$ cat config.mk
export PLATFORM = sky130hd
export DESIGN_NAME = regfile_wb_scheduler
export DESIGN_NICKNAME = d
export VERILOG_FILES = /design/src/rtl/regfile_wb_scheduler.sv
export SDC_FILE = /design/constraint.sdc
export NUM_CORES = 1
export LEC_CHECK = 0
export CAP_MARGIN = 20
export CORE_MARGIN = 5
export CORE_UTILIZATION = 50
export DETAILED_ROUTE_END_ITERATION = 10
export DONT_BUFFER_PORTS = 1
export GPL_TIMING_DRIVEN = 0
export PLACE_DENSITY = 0.62
export SLEW_MARGIN = 15
export SYNTH_ARGS = -nofsm -noshare
export SYNTH_HDL_FRONTEND = slang
export SYNTH_SLANG_ARGS = --single-unit
$ cat constraint.sdc
create_clock -name clk -period 3.15 [get_ports clk]
set_clock_uncertainty 0.1 [all_clocks]
set_input_delay 0.315 -clock clk [delete_from_list [all_inputs] [get_ports clk]]
set_output_delay 0.315 -clock clk [all_outputs]
set_load 0.01 [all_outputs]
$ cat src/rtl/regfile_wb_scheduler.sv
`default_nettype none
// ============================================================================
// Module   : regfile_wb_scheduler
// Purpose  : Shares the register-file write port between pipeline write-back
//            (A) and a long-latency unit (B); tracks B-owned destinations.
// Revision : 1.0 - initial release
// ============================================================================
module regfile_wb_scheduler #(
   parameter int N        = 32,
   parameter int MAX_WAIT = 2
) (
   input  logic         clk,
   input  logic         rst,
   input  logic         iss_valid,
   input  logic         iss_long,
   input  logic [4:0]   iss_rd,
   input  logic [4:0]   iss_rs1,
   input  logic [4:0]   iss_rs2,
   output logic         hazard,
   input  logic         a_valid,
   input  logic [4:0]   a_rd,
   input  logic [N-1:0] a_data,
   output logic         stall_a,
   input  logic         b_valid,
   input  logic [4:0]   b_rd,
   input  logic [N-1:0] b_data,
   output logic         b_ready,
   output logic         rf_write,
   output logic [4:0]   rf_waddr,
   output logic [N-1:0] rf_wdata
);

   localparam logic [3:0] C_MAX_WAIT = 4'(MAX_WAIT);

   typedef enum logic [1:0] {
      ST_IDLE  = 2'd0,
      ST_WAIT  = 2'd1,
      ST_FORCE = 2'd2
   } state_t;

   state_t         r_state, w_state_nxt;
   logic [3:0]     r_wait_cnt, w_wait_cnt_nxt;
   logic [31:0]    r_pending, w_pending_nxt;
   logic           r_rf_write;
   logic [4:0]     r_rf_waddr;
   logic [N-1:0]   r_rf_wdata;
   logic           r_rf_from_b;
   logic           w_a_req;
   logic           w_grant_a;
   logic           w_grant_b;
   logic           w_stall;
   logic           w_b_ready;
   logic           w_hazard;
   logic           w_iss_set;

   // Arbitration: B loses at most MAX_WAIT+1 times before A is stalled for one cycle.
   always_comb begin
      w_state_nxt    = r_state;
      w_wait_cnt_nxt = r_wait_cnt;
      w_grant_a      = 1'b0;
      w_grant_b      = 1'b0;
      w_stall        = 1'b0;
      w_b_ready      = 1'b0;
      w_a_req        = a_valid & (a_rd != 5'd0);
      case (r_state)
         ST_IDLE: begin
            if (w_a_req) begin
               w_grant_a = 1'b1;
               if (b_valid) begin
                  w_wait_cnt_nxt = 4'd1;
                  w_state_nxt    = ST_WAIT;
               end
            end else if (b_valid) begin
               w_grant_b = 1'b1;
               w_b_ready = 1'b1;
            end
         end
         ST_WAIT: begin
            if (!b_valid) begin
               w_grant_a      = w_a_req;
               w_wait_cnt_nxt = 4'd0;
               w_state_nxt    = ST_IDLE;
            end else if (!w_a_req) begin
               w_grant_b      = 1'b1;
               w_b_ready      = 1'b1;
               w_wait_cnt_nxt = 4'd0;
               w_state_nxt    = ST_IDLE;
            end else if (r_wait_cnt == C_MAX_WAIT) begin
               w_grant_a   = 1'b1;
               w_state_nxt = ST_FORCE;
            end else begin
               w_grant_a      = 1'b1;
               w_wait_cnt_nxt = r_wait_cnt + 4'd1;
            end
         end
         ST_FORCE: begin
            w_stall        = 1'b1;
            w_b_ready      = 1'b1;
            w_grant_b      = b_valid;
            w_wait_cnt_nxt = 4'd0;
            w_state_nxt    = ST_IDLE;
         end
         default: begin
            w_wait_cnt_nxt = 4'd0;
            w_state_nxt    = ST_IDLE;
         end
      endcase
      if (rst) begin
         w_grant_a = 1'b0;
         w_grant_b = 1'b0;
         w_stall   = 1'b0;
         w_b_ready = 1'b0;
      end
   end

   // Hazard looks only at registered pending bits: no forwarding of same-cycle clears.
   always_comb begin
      w_hazard  = ~rst & iss_valid &
                  (r_pending[iss_rs1] | r_pending[iss_rs2] | r_pending[iss_rd]);
      w_iss_set = iss_valid & iss_long & ~w_hazard & (iss_rd != 5'd0);
      w_pending_nxt = r_pending;
      if (r_rf_write & r_rf_from_b)
         w_pending_nxt[r_rf_waddr] = 1'b0;
      if (w_iss_set)
         w_pending_nxt[iss_rd] = 1'b1;
      w_pending_nxt[0] = 1'b0;
   end

   always_ff @(posedge clk) begin
      if (rst) begin
         r_state     <= ST_IDLE;
         r_wait_cnt  <= 4'd0;
         r_pending   <= 32'd0;
         r_rf_write  <= 1'b0;
         r_rf_waddr  <= 5'd0;
         r_rf_wdata  <= '0;
         r_rf_from_b <= 1'b0;
      end else begin
         r_state    <= w_state_nxt;
         r_wait_cnt <= w_wait_cnt_nxt;
         r_pending  <= w_pending_nxt;
         if (w_grant_a) begin
            r_rf_write  <= 1'b1;
            r_rf_waddr  <= a_rd;
            r_rf_wdata  <= a_data;
            r_rf_from_b <= 1'b0;
         end else if (w_grant_b && (b_rd != 5'd0)) begin
            r_rf_write  <= 1'b1;
            r_rf_waddr  <= b_rd;
            r_rf_wdata  <= b_data;
            r_rf_from_b <= 1'b1;
         end else begin
            r_rf_write  <= 1'b0;
            r_rf_from_b <= 1'b0;
         end
      end
   end

   assign hazard   = w_hazard;
   assign stall_a  = w_stall;
   assign b_ready  = w_b_ready;
   assign rf_write = r_rf_write;
   assign rf_waddr = r_rf_waddr;
   assign rf_wdata = r_rf_wdata;

endmodule
`default_nettype wire
==> results of run 1 <==
-- placed cells by master, fill, tap and decap left out, types with 9 or more instances in the layout --
cell / synthesis / layout
clkbuf_1: 25 / 25
a311oi_1: 36 / 36
o41ai_2: 12 / 12
nand3b_1: 20 / 20
nand2b_1: 11 / 11
mux2i_1: 13 / 13
nor2b_1: 23 / 23
nand3_1: 12 / 12
dfxtp_1: 76 / 76
nor2_1: 53 / 53
o21ai_0: 27 / 27
nand2_1: 101 / 101
clkbuf_8: 0 / 9
o31ai_1: 10 / 10
mux4_2: 14 / 14
-- state kept, by name, summed over array words and instances (netlist names) --
register / cells
rf_waddr: 5
r_state: 2
rf_write: 1
r_pending: 31
rf_wdata: 32
r_rf_from_b: 1
r_wait_cnt: 4
-- cells by family after synthesis --
logic type | after synthesis | share of synthesized area, %
adders and majority gates | 2 | 0.553
muxes | 33 | 11.4
buffers and inverters | 51 | 5.20
and+or+nand+nor | 255 | 27.6
AOI/OAI and AO/OA | 117 | 21.5
DFF | 76 | 33.6
-- repair_timing --
item	in CTS	in global routing
setup endpoints to repair	0	0
hold buffers	1	1
gates resized for setup	0	0
endpoints found under the hold margin	1	1
-- per-stage QoR --
stage          setup WS [ns]  power, mW
3_3_place_gp           0.392       1.35
4_1_cts                0.254       2.00
5_1_grt                0.158       2.08
3_5_place_dp           0.422       1.36
2_1_floorplan          0.737       1.28
6_report               0.232       1.99
-- report_power, final --
part / total (mW) / internal (mW) / switching (mW)
combinational: 0.278 / 0.0985 / 0.179
sequential: 1.06 / 1.00 / 0.0554
clock: 0.652 / 0.281 / 0.371
-- final timing paths --
kind,to,depth (start not counted)
worst max-delay path,hazard,7
worst min-delay path,rf_wdata[30],2
worst max register to register,rf_wdata[5],5
worst min register to register,r_pending[16],2
-- layout make-up --
class / count / share of cell area, %
clock buffers: 9 / 2.56
inverters: 7 / 0.542
flip-flops and latches: 76 / 31.4
plain buffers: 44 / 4.31
clock inverters: 7 / 0.904
multi-input cells: 407 / 57.1
repair buffers: 2 / 0.413
well taps: 108 / 2.79
-- metal layers --
layer / global-route usage (%) / vias to the layer above / routed length (um) / share of wire, %
met5: 0 / - / 0 / 0
met4: 6.58 / 0 / 247 / 1.8
li1: - / 1996 / - / -
met3: 8.69 / 20 / 1210 / 8.9
met2: 39.8 / 159 / 6550 / 48
met1: 30.4 / 1996 / 5550 / 41
-- worst max-delay path, cell delays in order (launching register included) --
cell       delay [ns]
dfxtp_1          0.36
nor2b_1          0.14
a2111oi_0        0.44
nor4b_1          0.15
a2111oi_4        0.38
nand4_2          0.25
buf_6            0.22
and3b_1          0.22
==> summary.md, run 1 <==
| Metric | Value |
|---|---|
| Status | `completed` |
| Crit path DAT | `2.50 ns` |
| Final setup fails | `0` |
| Worst-Margin Slew | `0.918 ns` |
| Hold Crit Class | `in2reg` |
| Pin count of the biggest net entering global routing | `14` |
| Area leader, netlist | `dfxtp_1` |
| WL final | `13600 um` |
| CTS HTree Levels | `3` |
| Fin nets | `644` |
| Unrepaired setup endpoints after global routing | `false` |
| Slew Viols, Final | `0` |
| Worst-Skew Late Latency | `0.35 ns` |
| Unique cell type count in the Yosys netlist | `49` |
| Syn nets | `631` |
| Area growth from synthesis to layout | `7.14%` |
| First-pass DRT Iterations | `4` |
| Worst setup startpoint | `r_pending[8]` |
| Post-Place Cell Area | `4660 um^2` |
| Fin util | `55.3%` |
| Total gr overflow | `0` |
| Hold Worst Slack | `0.0109 ns` |
| GR Util All Layers | `24.3%` |
| Leakage power | `1.66 nW` |
| # Post-CTS Setup Buffers | `0` |
| Final Cycle Share | `92.6%` |
| Root Driver | `clkbuf_8` |
| Critical Path End Type | `output port` |
| Pwr dens | `410 nW/um^2` |
| Max FO, Critical Path | `10` |
| Ant diodes | `0` |
| Async SR Flop Fraction | `0%` |
| First-pass GRT wire length | `21900 um` |
| CP Data Required Time | `2.73 ns` |
| Endpoints failing hold | `0` |
| Synth top area cells | `dfxtp_1 (34%), nand2_1 (8.4%), a311oi_1 (7.0%), mux4_2 (7.0%), nor2_1 (4.4%)` |
| Antenna Nets Post-Route | `0` |
| Multi-input gate area | `2770 um^2` |
| Routed wire per std cell | `20.5 um` |
| Fin cells | `660` |
| Vias in the first global route | `4127` |
| Initial Utilization | `51.6%` |
| Max Cap Viol | `0` |
| Remaining DRCs | `0` |
| Crit path launch type | `flip-flop` |
| Mapped cell area | `4520 um^2` |
| Core ar. | `8760 um^2` |
| Fraction of layout cells with a size suffix above 1 | `11.8%` |
| Yosys reg bits | `76` |
| CTS max path bufs | `2` |
| Sequential fraction of the synthesis area | `33.6%` |
| # IOs | `136` |
| Critical R2R Launch | `r_state[0]` |
| Site Rows | `34` |
| Mapped Cells | `534` |
| Port bufs | `0` |
| CTS tree | `built` |
| TritonCTS buffer count | `9` |
| Gpl congestion | `0.830` |
| Rel. slew slack | `38.4%` |
| Die W | `105 um` |
| Synth top cells by count | `nand2_1 (101), dfxtp_1 (76), nor2_1 (53)` |
| FF+latch area | `1520 um^2` |
| TNS Setup | `0 ns` |
| Most frequent cell after synthesis | `nand2_1` |
| Yosys warns | `0` |
| R2R Setup Slk | `0.68 ns` |
| Final min period | `2.92 ns` |
| Syn_area_per_cell | `8.47 um^2` |
| Main synth FF type | `dfxtp_1` |
| Total vias in the final route | `4171` |
| # fillers | `815` |
| Max Clock Freq | `343 MHz` |
| Critical hold path startpoint | `b_data[30]` |
| Reg clk slew, reported paths | `0.08 ns` |
| Critical path type | `reg2out` |
| Clock Sinks | `76` |
| Die area | `11000 um^2` |
| Drt initial violations | `246` |
| Finished layout cell area | `4840 um^2` |
| VDD IR max | `0.000323 V` |
| Post-synth top area share | `33.6%` |
| Vert. Die Dim | `105 um` |
| Via density | `6.32` |
| Cell Count Post-Placement | `642` |
| Initial antenna violation count | `0` |
| Post-synth EDFFs | `0` |
| Post-DP HPWL | `10800 um` |
Power figures use the tool's default switching activity.
==> run 2: changes to the inputs <==
--- a/config.mk
+++ b/config.mk
@@ -7,11 +7,11 @@
 export LEC_CHECK = 0
 export CAP_MARGIN = 20
 export CORE_MARGIN = 5
-export CORE_UTILIZATION = 50
+export CORE_UTILIZATION = 29
 export DETAILED_ROUTE_END_ITERATION = 10
 export DONT_BUFFER_PORTS = 1
 export GPL_TIMING_DRIVEN = 0
-export PLACE_DENSITY = 0.62
+export PLACE_DENSITY = 0.4
 export SLEW_MARGIN = 15
 export SYNTH_ARGS = -nofsm -noshare
 export SYNTH_HDL_FRONTEND = slang
==> summary.md, run 2 (synthesized netlist as in run 1, its figures left out) <==
| Metric | Value |
|---|---|
| Clock power share | `44.4% (+12 points)` |
| Max reg flops | `32 (unchanged)` |
| Flop pwr share | `43.9% (-9.3 points)` |
| Slew Viols, Final | `0 (unchanged)` |
| Gpl congestion | `0.811 (-2.3%)` |
| Total gr overflow | `0 (unchanged)` |
| Pin count of the biggest net entering global routing | `14 (unchanged)` |
| Post-CTS resize count | `0 (unchanged)` |
| Worst-Skew Late Latency | `0.33 ns (-0.02 ns)` |
| Final Cycle Share | `91.8% (-0.85 points)` |
| Antenna Nets Post-Route | `0 (unchanged)` |
| Max Clock Freq | `346 MHz (+0.92%)` |
| Largest delay contributor family on the critical path | `compound AO/OA/AOI/OAI gates` |
| CTS max path bufs | `2 (unchanged)` |
| Net Switching | `0.658 mW (+8.8%)` |
| # IOs | `136 (unchanged)` |
| Core ar. | `15300 um^2 (+74%)` |
| Ant diodes | `0 (unchanged)` |
| Critical Path End Type | `output port` |
| Vias in the first global route | `4178 (+1.2%)` |
| Fin nets | `642 (-0.31%)` |
| CTS tree | `built` |
| # Post-CTS Setup Buffers | `0 (unchanged)` |
| TNS Setup | `0 ns (unchanged)` |
| VDD IR max | `0.000259 V (-20%)` |
| First-pass DRT Iterations | `5 (+1)` |
| Pwr dens | `474 nW/um^2 (+16%)` |
| Leakage power | `1.72 nW (+3.5%)` |
| Drt initial violations | `243 (-1.2%)` |
| Area growth from synthesis to layout | `12.8%` |
| Port bufs | `0 (unchanged)` |
| Most frequent cells in the layout | `nand2_1 (101), dfxtp_1 (76), nor2_1 (53)` |
| Slowest cell on crit path | `a2111oi_0` |
| TritonCTS buffer count | `9 (unchanged)` |
| Fraction of layout cells with a size suffix above 1 | `11.8% (+0.043 points)` |
| Vert. Die Dim | `135 um (+28%)` |
| Rel. slew slack | `35.0% (-3.4 points)` |
| Die W | `135 um (+28%)` |
| Remaining DRCs | `0 (unchanged)` |
| Delay of the slowest critical-path stage | `0.42 ns (-0.02 ns)` |
| Critical path type | `reg2out` |
| Finished layout cell area | `5100 um^2 (+5.2%)` |
| WP buf/inv | `1 (unchanged)` |
| Endpoints failing hold | `0 (unchanged)` |
| Switching fraction of total power | `27.2% (-3.2 points)` |
| Max FO, Critical Path | `10 (unchanged)` |
| Post-Place Cell Area | `4790 um^2 (+2.8%)` |
| First-pass GRT wire length | `24300 um (+11%)` |
| Combinational Power Share | `11.7% (-2.3 points)` |
| Hold Crit Class | `in2reg` |
| WL final | `15600 um (+15%)` |
| Final min period | `2.89 ns (-0.0267 ns)` |
| Routed wire per std cell | `20.5 um (-0.38%)` |
| CTS HTree Levels | `3 (unchanged)` |
| Final setup fails | `0 (unchanged)` |
| Die area | `18200 um^2 (+65%)` |
| Post-DP HPWL | `12200 um (+13%)` |
| Power Internal | `1.76 mW (+27%)` |
| GR Util All Layers | `17.1% (-7.2 points)` |
| Worst-Margin Slew | `0.970 ns (+0.0512 ns)` |
| Crit-path cells | `nor2b_1 -> a2111oi_0 -> nor4b_1 -> a2111oi_4 -> nand4_2 -> buf_6 -> and3b_1` |
| Crit path launch type | `flip-flop` |
| Clock Sinks | `76 (unchanged)` |
| Initial antenna violation count | `0 (unchanged)` |
| Root Driver | `clkbuf_16` |
| Initial Utilization | `29.6% (-22 points)` |
| Crit path DAT | `2.48 ns (-0.02 ns)` |
| Total vias in the final route | `4195 (+0.58%)` |
| Site Rows | `45 (+32%)` |
| Via density | `5.51 (-13%)` |
| Reg clk slew, reported paths | `0.06 ns (-0.02 ns)` |
| Status | `completed` |
| CP Data Required Time | `2.73 ns (about the same)` |
| Commonest non-fill, non-tap cell in the layout | `nand2_1` |
| Hold buffers post-CTS | `0 (-1)` |
| Max Cap Viol | `0 (unchanged)` |
| Unrepaired setup endpoints after global routing | `false` |
==> run 2: cell types whose count changed in the layout (fill, tap and decap cells not counted), sizes merged <==
cell / delta
clkbuf: +2
clkinv: -2
dlygate4sd3: -2
bufinv: +1
clkinvlp: -1
==> run 2: worst paths after layout <==
check	start	end	slack, ns	depth (start not counted)
min	b_valid	r_state[0]	0.02	2
max	r_pending[8]	hazard	0.26	7
min reg2reg	r_state[0]	r_state[0]	0.43	1
max reg2reg	r_state[0]	rf_waddr[2]	0.62	6
==> run 2: cell type report <==
class | instances | area (um^2)
plain buffers | 44 | 209
clock buffers | 11 | 253
clock inverters | 5 | 60.1
fillers | 1618 | 10200
inverters | 7 | 26.3
multi-input cells | 407 | 2770
flip-flops and latches | 76 | 1520
well taps | 211 | 264
==> run 2: stage by stage <==
step	util, %	total power, mW	std cells	hold slack (ns)	worst slack (ns)
6_report	33.4	2.42	761	0.0223	0.258
2_1_floorplan	-	1.28	534	0.355	0.737
4_1_cts	33.4	2.46	761	0.00992	0.203
5_1_grt	33.4	2.53	761	0.0236	0.0297
3_5_place_dp	31.4	1.37	745	0.367	0.346
3_3_place_gp	31.4	1.37	745	0.365	0.333
==> run 2: per-layer routing <==
layer | global-route usage (%) | up-vias | wire length [um]
met5 | 0 | - | 0
met4 | 4.58 | 0 | 247
met3 | 4.62 | 21 | 1200
met2 | 27.2 | 149 | 7090
met1 | 23.0 | 2026 | 7040
li1 | - | 1999 | -
==> run 2: power groups by stage <==
| stage | combinational, mW | clock [mW] | sequential, mW |
|---|---|---|---|
| after floorplan | 0.214 | 0 | 1.07 |
| after global placement | 0.283 | 0 | 1.08 |
| after detailed placement | 0.287 | 0 | 1.08 |
| after CTS | 0.288 | 1.11 | 1.06 |
| after global routing | 0.316 | 1.15 | 1.07 |
| final | 0.284 | 1.07 | 1.06 |
==> run 3: changes to the inputs <==
==> constraint.sdc (replaced) <==
create_clock -name clk -period 3.15 [get_ports clk]
set_clock_uncertainty 0.1 [all_clocks]
set_input_delay 0.315 -clock clk [delete_from_list [all_inputs] [get_ports clk]]
set_output_delay 0.315 -clock clk [all_outputs]
set_load 0.02 [all_outputs]
==> summary.md, run 3 (synthesized netlist as in run 1, its figures left out) <==
| Metric | Value |
|---|---|
| WL final | `15600 um (about the same)` |
| Drt initial violations | `242 (-0.41%)` |
| Crit path DAT | `2.49 ns (about the same)` |
| Final setup fails | `0 (unchanged)` |
| Endpoints failing hold | `0 (unchanged)` |
| Die area | `18200 um^2 (unchanged)` |
| Remaining DRCs | `0 (unchanged)` |
| Vert. Die Dim | `135 um (unchanged)` |
| Core ar. | `15300 um^2 (unchanged)` |
| Worst-Margin Slew | `0.970 ns (unchanged)` |
| Slew Viols, Final | `0 (unchanged)` |
| Via density | `5.51 (about the same)` |
| Fraction of layout cells with a size suffix above 1 | `11.8% (unchanged)` |
| CTS tree | `built` |
| Worst-Skew Late Latency | `0.33 ns (about the same)` |
| Root Driver | `clkbuf_16` |
| CP Data Required Time | `2.73 ns (about the same)` |
| Leakage power | `1.72 nW (about the same)` |
| First-pass GRT wire length | `24300 um (unchanged)` |
| Total vias in the final route | `4194 (-0.024%)` |
| Pwr dens | `480 nW/um^2 (+1.2%)` |
| # IOs | `136 (unchanged)` |
| Area growth from synthesis to layout | `12.8% (about the same)` |
| Flop pwr share | `44.5% (+0.6 points)` |
| Clock Sinks | `76 (unchanged)` |
| Port bufs | `0 (unchanged)` |
| Post-Place Cell Area | `4790 um^2 (unchanged)` |
| Site Rows | `45 (unchanged)` |
| Most frequent cells in the layout | `nand2_1 (101), dfxtp_1 (76), nor2_1 (53)` |
| Critical Path End Type | `output port` |
| Ant diodes | `0 (unchanged)` |
| Routed wire per std cell | `20.5 um (about the same)` |
| # Post-CTS Setup Buffers | `0 (unchanged)` |
| Reg clk slew, reported paths | `0.06 ns (about the same)` |
| Max FO, Critical Path | `10 (unchanged)` |
| Crit path launch type | `flip-flop` |
| TritonCTS buffer count | `9 (unchanged)` |
| Max Clock Freq | `345 MHz (-0.29%)` |
| Post-DP HPWL | `12200 um (unchanged)` |
| CTS max path bufs | `2 (unchanged)` |
| Pin count of the biggest net entering global routing | `14 (unchanged)` |
| VDD IR max | `0.000259 V (about the same)` |
| Vias in the first global route | `4178 (unchanged)` |
| Final Cycle Share | `92.1% (+0.27 points)` |
| Clock power share | `43.9% (-0.5 points)` |
| Final min period | `2.90 ns (+0.00846 ns)` |
| Total gr overflow | `0 (unchanged)` |
| Finished layout cell area | `5100 um^2 (about the same)` |
| Critical path type | `reg2out` |
| Antenna Nets Post-Route | `0 (unchanged)` |
| Unrepaired setup endpoints after global routing | `false` |
| First-pass DRT Iterations | `5 (unchanged)` |
| Initial antenna violation count | `0 (unchanged)` |
| Rel. slew slack | `35.0% (unchanged)` |
| Max Cap Viol | `0 (unchanged)` |
| Fin cells | `761 (unchanged)` |
| Initial Utilization | `29.6% (unchanged)` |
| Commonest non-fill, non-tap cell in the layout | `nand2_1` |
| Net Switching | `0.688 mW (+4.5%)` |
| Power Internal | `1.76 mW (about the same)` |
| Max reg flops | `32 (unchanged)` |
| Hold Crit Class | `in2reg` |
| GR Util All Layers | `17.1% (unchanged)` |
| Combinational Power Share | `11.7% (about the same)` |
| Gpl congestion | `0.811 (unchanged)` |
| Switching fraction of total power | `28.1% (+0.88 points)` |
| Cell Count Post-Placement | `745 (unchanged)` |
| TNS Setup | `0 ns (unchanged)` |
| CTS HTree Levels | `3 (unchanged)` |
| Die W | `135 um (unchanged)` |
| Fin nets | `642 (unchanged)` |
| Status | `completed` |
## run 3: metrics by stage
step / worst slack, ns / hold WS, ns / power (mW) / utilization, %
after floorplan: 0.699 / 0.355 / 1.31 / -
after global placement: 0.294 / 0.365 / 1.40 / 31.4
after detailed placement: 0.308 / 0.367 / 1.40 / 31.4
after CTS: 0.165 / 0.00992 / 2.49 / 33.4
after global routing: 0.0548 / 0.0236 / 2.56 / 33.4
final: 0.250 / 0.0223 / 2.45 / 33.4
## run 3: path summary, 6_finish.rpt
path,from,end,slack [ns],depth (start not counted)
hold / removal,b_valid,r_state[0],0.02,2
hold reg to reg,r_state[0],r_state[0],0.43,1
setup / recovery,r_pending[8],hazard,0.25,7
setup reg to reg,r_state[0],rf_waddr[2],0.62,6
## run 3: worst max-delay path, cell delays in order, from the launching register on
cell and delay [ns]:
dfxtp_1 0.35, nor2b_1 0.15, a2111oi_1 0.39, nor4b_1 0.15, a2111oi_4 0.37, nand4_2 0.27, buf_6 0.23, and3b_1 0.26
## run 3: routing by layer
| layer | GRT usage (%) | routed length (um) |
|---|---|---|
| met5 | 0 | 0 |
| met4 | 4.58 | 247 |
| met3 | 4.62 | 1170 |
| met2 | 27.2 | 7090 |
| met1 | 23.0 | 7060 |
## run 3: area by class of cell
type / count / area, um^2
Fill cell: 1617 / 10200
Multi-Input combinational cell: 407 / 2770
Sequential cell: 76 / 1520
Tap cell: 211 / 264
Clock buffer: 11 / 253
Buffer: 44 / 209
Clock inverter: 5 / 60.1
Inverter: 7 / 26.3
## run 3: repair_timing
item | in CTS | in global routing
setup endpoints to repair | 0 | 1
hold buffers | 0 | 0
gates resized for setup | 0 | 1
## run 3: power groups by stage
stage | Combinational, mW | Clock, mW | Sequential [mW]
4_1_cts | 0.289 | 1.11 | 1.09
2_1_floorplan | 0.215 | 0 | 1.10
3_5_place_dp | 0.288 | 0 | 1.11
3_3_place_gp | 0.284 | 0 | 1.11
5_1_grt | 0.317 | 1.15 | 1.09
6_report | 0.285 | 1.07 | 1.09
